==> src/rtl/mode_debouncer_pkg.sv <==
// Purpose : shared encodings for the mode-button debouncer and the benches around it.
// Latency : n/a (types and constants only).
// Backpressure : n/a.
//
// Contents: 2-bit FSM state encoding and default qualification parameters.
package mode_debouncer_pkg;

    typedef enum logic [1:0] {
        S_LO     = 2'd0,
        S_LO_CHK = 2'd1,
        S_HI     = 2'd2,
        S_HI_CHK = 2'd3
    } deb_state_t;

    localparam int DEB_CYCLES_DEF  = 4;
    localparam int SYNC_STAGES_DEF = 2;

endpackage

==> src/rtl/mode_debouncer_if.sv <==
// Purpose : bundles the raw button input and the conditioned mode outputs.
// Latency : n/a (wiring only).
// Backpressure : none; every output is a level or a single-cycle pulse.
//
// master : the debouncer (consumes btn_raw, drives the rest)
// slave  : button source / downstream counter
interface mode_debouncer_if #(
    parameter int PCNT_W = 4
);
    logic              btn_raw;
    logic              mode_out;
    logic              db_level;
    logic              rise;
    logic              fall;
    logic [PCNT_W-1:0] press_cnt;

    modport master (
        input  btn_raw,
        output mode_out,
        output db_level,
        output rise,
        output fall,
        output press_cnt
    );

    modport slave (
        output btn_raw,
        input  mode_out,
        input  db_level,
        input  rise,
        input  fall,
        input  press_cnt
    );
endinterface

==> src/rtl/mode_debouncer_sync_ff.sv <==
// Purpose : STAGES-deep flop chain bringing an asynchronous level into clk.
// Latency : q reflects d after STAGES rising edges.
// Backpressure : none.
//
// Ports: clk, rst (sync, active-high), d (async in), q (synchronised out).
module sync_ff #(
    parameter int STAGES = 2
) (
    input  logic clk,
    input  logic rst,
    input  logic d,
    output logic q
);
    logic [STAGES-1:0] ff;

    always_ff @(posedge clk) begin
        if (rst) begin
            ff <= '0;
        end else begin
            ff <= {ff[STAGES-2:0], d};
        end
    end

    assign q = ff[STAGES-1];
endmodule

==> src/rtl/mode_debouncer.sv <==
// Purpose : debounces the mode button into a clean level, rise/fall pulses and a press count.
// Latency : outputs change SYNC_STAGES+DEB_CYCLES edges after btn_raw settles.
// Backpressure : none; pulses are one cycle wide and are not held for a consumer.
//
// Ports: clk, rst (sync, active-high), bus (mode_debouncer_if.master):
//   btn_raw in, mode_out/db_level/rise/fall/press_cnt out.
module mode_debouncer
    import mode_debouncer_pkg::*;
#(
    parameter int SYNC_STAGES = SYNC_STAGES_DEF,
    parameter int DEB_CYCLES  = DEB_CYCLES_DEF,
    parameter int CNT_W       = 3,
    parameter int TOGGLE      = 0,
    parameter int PCNT_W      = 4
) (
    input  logic clk,
    input  logic rst,
    mode_debouncer_if.master bus
);
    localparam logic [CNT_W-1:0] CNT_LAST = CNT_W'(DEB_CYCLES - 1);

    deb_state_t       state;
    logic [CNT_W-1:0] cnt;
    logic             s;
    logic             acc_hi;
    logic             acc_lo;

    sync_ff #(.STAGES(SYNC_STAGES)) u_sync (
        .clk (clk),
        .rst (rst),
        .d   (bus.btn_raw),
        .q   (s)
    );

    // Acceptance happens on the DEB_CYCLES-th consecutive sample at the new level.
    assign acc_hi = (state == S_LO_CHK) &&  s && (cnt == CNT_LAST);
    assign acc_lo = (state == S_HI_CHK) && !s && (cnt == CNT_LAST);

    always_ff @(posedge clk) begin
        if (rst) begin
            state <= S_LO;
            cnt   <= '0;
        end else begin
            case (state)
                S_LO: begin
                    if (s) begin
                        state <= S_LO_CHK;
                        cnt   <= CNT_W'(1);
                    end
                end
                S_LO_CHK: begin
                    if (!s) begin
                        state <= S_LO;      // bounce back: start over
                        cnt   <= '0;
                    end else if (acc_hi) begin
                        state <= S_HI;
                        cnt   <= '0;
                    end else begin
                        cnt   <= cnt + 1'b1;
                    end
                end
                S_HI: begin
                    if (!s) begin
                        state <= S_HI_CHK;
                        cnt   <= CNT_W'(1);
                    end
                end
                S_HI_CHK: begin
                    if (s) begin
                        state <= S_HI;
                        cnt   <= '0;
                    end else if (acc_lo) begin
                        state <= S_LO;
                        cnt   <= '0;
                    end else begin
                        cnt   <= cnt + 1'b1;
                    end
                end
                default: begin
                    state <= S_LO;
                    cnt   <= '0;
                end
            endcase
        end
    end

    // Outputs are registered from the same acceptance terms so they move on the
    // same edge as the FSM transition.
    always_ff @(posedge clk) begin
        if (rst) begin
            bus.db_level  <= 1'b0;
            bus.rise      <= 1'b0;
            bus.fall      <= 1'b0;
            bus.press_cnt <= '0;
            bus.mode_out  <= 1'b0;
        end else begin
            bus.rise <= acc_hi;
            bus.fall <= acc_lo;
            if (acc_hi) begin
                bus.db_level  <= 1'b1;
                bus.press_cnt <= bus.press_cnt + 1'b1;
            end else if (acc_lo) begin
                bus.db_level  <= 1'b0;
            end
            if (TOGGLE != 0) begin
                if (acc_hi) bus.mode_out <= ~bus.mode_out;
            end else begin
                if (acc_hi)      bus.mode_out <= 1'b1;
                else if (acc_lo) bus.mode_out <= 1'b0;
            end
        end
    end
endmodule

==> src/flat_wrapper.sv <==
// flat-port wrapper written by rule: the top's interface ports become plain ports
module mode_debouncer_flat import mode_debouncer_pkg::*;
#(
    parameter int SYNC_STAGES = SYNC_STAGES_DEF,
    parameter int DEB_CYCLES  = DEB_CYCLES_DEF,
    parameter int CNT_W       = 3,
    parameter int TOGGLE      = 0,
    parameter int PCNT_W      = 4
)
  (clk, rst, bus_btn_raw, bus_mode_out, bus_db_level, bus_rise, bus_fall, bus_press_cnt);
  mode_debouncer_if #(.PCNT_W(PCNT_W)) bus_i ();
  input  logic clk;
  input  logic rst;
  input wire logic [$bits(bus_i.btn_raw)-1:0] bus_btn_raw;
  output wire logic [$bits(bus_i.mode_out)-1:0] bus_mode_out;
  output wire logic [$bits(bus_i.db_level)-1:0] bus_db_level;
  output wire logic [$bits(bus_i.rise)-1:0] bus_rise;
  output wire logic [$bits(bus_i.fall)-1:0] bus_fall;
  output wire logic [$bits(bus_i.press_cnt)-1:0] bus_press_cnt;
  assign bus_i.btn_raw = bus_btn_raw;
  assign bus_mode_out = bus_i.mode_out;
  assign bus_db_level = bus_i.db_level;
  assign bus_rise = bus_i.rise;
  assign bus_fall = bus_i.fall;
  assign bus_press_cnt = bus_i.press_cnt;
  mode_debouncer #(.SYNC_STAGES(SYNC_STAGES), .DEB_CYCLES(DEB_CYCLES), .CNT_W(CNT_W), .TOGGLE(TOGGLE), .PCNT_W(PCNT_W)) u_core (.clk(clk), .rst(rst), .bus(bus_i));
endmodule
==> config.mk <==
export PLATFORM = sky130hd
export DESIGN_NAME = mode_debouncer_flat
export DESIGN_NICKNAME = d
export VERILOG_FILES = /design/src/rtl/mode_debouncer_pkg.sv /design/src/rtl/mode_debouncer_if.sv /design/src/rtl/mode_debouncer_sync_ff.sv /design/src/rtl/mode_debouncer.sv /design/src/flat_wrapper.sv
export SDC_FILE = /design/constraint.sdc
export NUM_CORES = 1
export LEC_CHECK = 0
export BUFFER_PORTS_ARGS = -buffer_cell sky130_fd_sc_hd__buf_2
export CORE_MARGIN = 1.5
export CORE_UTILIZATION = 39
export DETAILED_ROUTE_END_ITERATION = 12
export GPL_ROUTABILITY_DRIVEN = 0
export PLACE_DENSITY = 0.67
export SLEW_MARGIN = 10
export SYNTH_ARGS = -nofsm -noshare
export SYNTH_HDL_FRONTEND = slang
export SYNTH_SLANG_ARGS = --single-unit
==> constraint.sdc <==
create_clock -name clk -period 1.5 [get_ports clk]
set_input_delay 0.225 -clock clk [delete_from_list [all_inputs] [get_ports clk]]
set_output_delay 0.225 -clock clk [all_outputs]
set_load 0.02 [all_outputs]
Word-level counts from Yosys, hierarchy flattened
Cells that the tools add are included.

storage, ports and cells
  logic and storage cells = 42
  output and inout port bits = 8
  input bits = 3
  bits in registers = 14

operators by class
  multiplexer cells = 16
  add/sub/neg operators = 2
  reduce and logical (&&, ||, !) cells = 9
  eq/ne operators = 8

operators with widths
  operator                                              number
  2-to-1 mux 3 bit                                      6
  2-to-1 mux 2 bit                                      6
  case mux 3 bit (4 select lines)                       1
  case mux 2 bit (4 select lines)                       1
  != test 3 x 2 -> 1 bit (second input constant)        2
  adder 4 x 1 -> 4 bit (second input constant)          1
  equality test 2 bit (second input constant)           2
  logical AND 1 bit                                     4
  != test 2 bit (second input constant)                 2
  AND reduction 4 bit                                   1
  adder 3 x 1 -> 3 bit (second input constant)          1
  equality test 3 x 2 -> 1 bit (second input constant)  1
  equality test 2 x 1 -> 1 bit (second input constant)  1
  logical NOT 2 bit                                     1
  2-to-1 mux 1 bit                                      2
  AND reduction 2 bit                                   1
  nonzero test 2 bit                                    1
  logical NOT 1 bit                                     1

Longest topological paths before layout
  depth after elaboration = 6
  mapped depth = 5
  mapped depth without buffers = 5

Hierarchy
A second synthesis with hierarchy kept.

second synthesis, totals
  cells, all modules = 59
  area, all modules = 565.5 µm²

by module, submodules not included
  module          cells an instance  sequential area each (µm²)  area an instance (µm²)  instances
  mode_debouncer  55                 240.2                       513.0                   1
  sync_ff         4                  40.0                        52.6                    1

Worst setup path after synthesis
Ideal clock, no wire load.

  kind = flip-flop to flip-flop
  start = reg u_core.cnt[0]
  end = reg u_core.bus.press_cnt[3]
  setup time = 0.071 ns
  data arrival time = 1.407 ns
  setup slack = 0.023 ns
  path buffers = 0
  clock period less this slack = 1.477 ns
  data required time = 1.429 ns
  stages on the path, launching flop included = 6
  cells stage by stage = dfxtp_1 ha_1 ha_1 nand4b_2 or3_1 a21oi_1

on the way
  word-level cells in the longest chain between the ends = 2

ends and longest elaborated chain
  item                          line                     text
  start: declaration            mode_debouncer.sv:23     logic [CNT_W-1:0] cnt;
  start signal: assignment      mode_debouncer.sv:59     cnt <= cnt + 1'b1;
  start signal: assignment      mode_debouncer.sv:76     cnt <= cnt + 1'b1;
  equality test 3 x 2 -> 1 bit  mode_debouncer.sv:36     assign acc_hi = (state == S_LO_CHK) && s && (cnt == CNT_LAST);
  logical AND 1 bit             mode_debouncer.sv:36
  end signal: assignment        mode_debouncer.sv:101    bus.press_cnt <= bus.press_cnt + 1'b1;
  end: declaration              mode_debouncer_if.sv:23  output press_cnt

No other way between the ends.
A chain may end at the register's enable or synchronous reset.

Final worst setup path
  start = reg u_core.cnt[0]
  end = reg u_core.cnt[2]

on the way
  word-level cells in the longest chain between the ends = 5
  elaborated cells on any way between the ends = 9
  classes of those cells = 1 x add/sub; 1 x eq/ne; 5 x mux; 2 x reduce/logical

ends and longest elaborated chain
  item                                                                          line                  text
  parallel branches: the longest is 4 deep, another holds adder 3 x 1 -> 3 bit  --
  case mux 3 bit (4 select lines) (*)                                           mode_debouncer.sv:44  case (state)

Mark *: on every way between the ends.

==> impl_metrics.csv <==
group,metric,value,unit
clocking,cts_tree,"yes",
yosys,synth_nets,65,
setup_path,start_kind,"register",
die,die_area,1688,um2
yosys,ys_warn_count,0,
final_layout,drive_gt1_share,28.17,%
routing,drt-initial-drc-count,9,
die,die_y,41.08,um
final_layout,nets,79,
routing,vias,430,
clocking,cts_buffer_depth,2,
routing,drt_pass1_iterations,3,
yosys,yosysTopAreaCell,"dfxtp_1",
global_route,grt_pass1_wl,1524,um
yosys,synth_cells,59,
global_route,overflow,0,
placed_design,post-dp-hpwl,663.9,um
setup_path,path_cells,"ha_2 -> ha_4 -> or4b_1 -> a21oi_1",
clocking,clock_latency,0.27,ns
die,die_w,41.08,um
routing,via_per_inst,5.000,
routing,wl_per_cell,10.47,um
die,std_cell_rows,13,
sta,setup_tns,0,ns
power,powerDensity,870.4,nW/um2
hold_path,hold_class,"primary input to register",
outcome,status,"finished clean",
global_route,grt_max_degree,15,
sta,hold_viol_final,0,
yosys,syn_area,565.5,um2
clocking,cts_buffers,3,
clocking,clock-sinks,14,
final_layout,layout_commonest_cell,"dfxtp_1",
sta,maxSlewViolCount,0,
placed_design,port-buffer-count,10,
final_layout,syn_to_final_growth,20.80,%
setup_path,end_kind,"register",
sta,finalSetupViolations,0,
yosys,synth.avg_cell_area,9.585,um2
sta,rsz0062_at_grt,"false",
setup_path,critPathMaxFanout,3,
global_route,grt_usage,13.96,%
sta,maxSlewHeadroom,80.76,%
sta,worst_slew_pin_slew,0.2876,ns
final_layout,antennaDiodeCount,0,
die,core-area,1334,um2
clocking,clkTransAtPathRegs,0.08,ns
yosys,yosysUniqueCellTypes,25,
yosys,yosysSeqAreaShare,49.56,%
global_route,grt_antenna_before_repair,0,
sta,period_share,94.57,%
routing,finalWirelength,900,um
sta,clock.fmax,0.7050,GHz
clocking,hold_buffers,0,
yosys,synth_area_leaders,"dfxtp_1 50%, ha_1 6.6%, a21oi_1 5.3%",
clocking,root_buffer,"clkbuf_4",
sta,fin_crit,1.418,ns
routing,drc,0,
global_route,grt_pass1_vias,361,
power,leakage,0.0003190,uW
setup_path,cpPeakStageDelay,0.49,ns
yosys,netlist.area_leader.share,49.56,%
power,max-vdd-ir-drop,0.5080,mV
setup_path,required,1.71,ns
clocking,cts_htree_levels,1,
die,ioPinCount,11,
final_layout,final_cell_mix,"13 x dfxtp_1, 10 x buf_2, 6 x a21oi_1, 5 x nor2_1",
yosys,ys_ff_latch,14,
setup_path,crit_arrival,1.63,ns
job,max-cap-violations,0,
routing,ant_nets,0,
die,start_util,42.40,%
sta,finClkSkew,0.005777,ns
setup_path,worstSetupPathType,"register to register",
final_layout,fin_util,51.22,%
setup_path,crit_path_top_delay_cell,"or4b_1",
stage by stage:
step	area, um2	instances	hold slack (ns)	total power, uW	worst slack, ns
2_1_floorplan	565.5	59	0.2966	400.2	0.02289
3_3_place_gp	635.6	83	0.4195	404.8	0.02882
3_5_place_dp	635.6	83	0.4282	405.7	0.004436
4_1_cts	659.4	86	0.1567	607.1	0.01839
5_1_grt	683.2	86	0.1733	622.5	0.02159
6_report	683.2	86	0.1647	594.6	0.08152
where the power goes:
group | switching, uW | internal (uW) | total (uW)
logic | 9.20 | 6.32 | 15.5
clock network | 104 | 92.8 | 197
registers | 5.69 | 376 | 382
cell usage after synthesis:
library cell,count
nor2_1,5
buf_4,1
clkbuf_1,1
xnor2_1,1
nor4_1,1
a21oi_1,6
or4b_1,1
o31ai_1,1
o21ai_1,1
nor3_1,1
nor2b_1,2
nand3_1,2
xor2_1,2
o21a_1,1
ha_1,3
nand3b_1,1
buf_2,2
or3_1,3
inv_1,3
nand4b_1,1
mux2i_1,1
dfxtp_1,14
nand2_1,3
nand4b_2,1
o21ai_0,1
sequential cells by signal, summed over array words and instances, names as in the netlist, named ones only:
signal and cells:
u_core.u_sync.ff 2, u_core.bus.rise 1, u_core.bus.press_cnt 4, u_core.bus.fall 1, u_core.state 1, u_core.cnt 3
u_core.bus.mode_out 1
area by class of cell:
class                   instances  area (um2)
clock buffers                   3       22.52
fillers                       138       650.6
inverters                       3       11.26
multi-input cells              38       276.5
flip-flops and latches         14       281.5
well taps                      15       18.77
repair buffers                 13       72.57
layer usage:
metal  vias to the layer above  track usage (%)  share of wire (%)
met3                         0            4.891                4.0
met4                         0            5.000                  0
met5                         -                0                  0
met1                       197            19.08                 49
li1                        227                -                  -
met2                         6            19.92                 47
worst max-delay path, delay by kind of cell, from the launching register on:
kind	cells	cell delay [ns]
flip-flops	1	0.33
AND/OR/NAND/NOR	1	0.49
adder cells (fa/ha/maj)	2	0.41
AO/OA/AOI/OAI	1	0.12
path summary, 6_finish.rpt:
path	from	to	slack (ns)	depth (start not counted)
max	u_core.cnt[0]	u_core.cnt[2]	0.08	4
min	bus_btn_raw	u_core.u_sync.ff[0]	0.16	2
max reg2reg	u_core.cnt[0]	u_core.cnt[2]	0.08	4
min reg2reg	u_core.u_sync.ff[0]	u_core.u_sync.ff[1]	0.45	1
kinds of logic after synthesis:
kind of cell | after synthesis | synth area share (%)
AND/OR/NAND/NOR | 21 | 21.90
flip-flops | 14 | 49.56
AO/OA/AOI/OAI | 10 | 9.734
buffers and inverters | 7 | 5.752
XOR/XNOR | 3 | 4.647
adder cells (fa/ha/maj) | 3 | 6.638
multiplexers | 1 | 1.770
what timing repair did:
action / CTS / global route
setup endpoints to repair: 2 / 4
buffers inserted: 0 / 0
resized for setup: 1 / 4
pin swaps: 1 / 1
No activity file was read; power rests on OpenSTA's default activity.
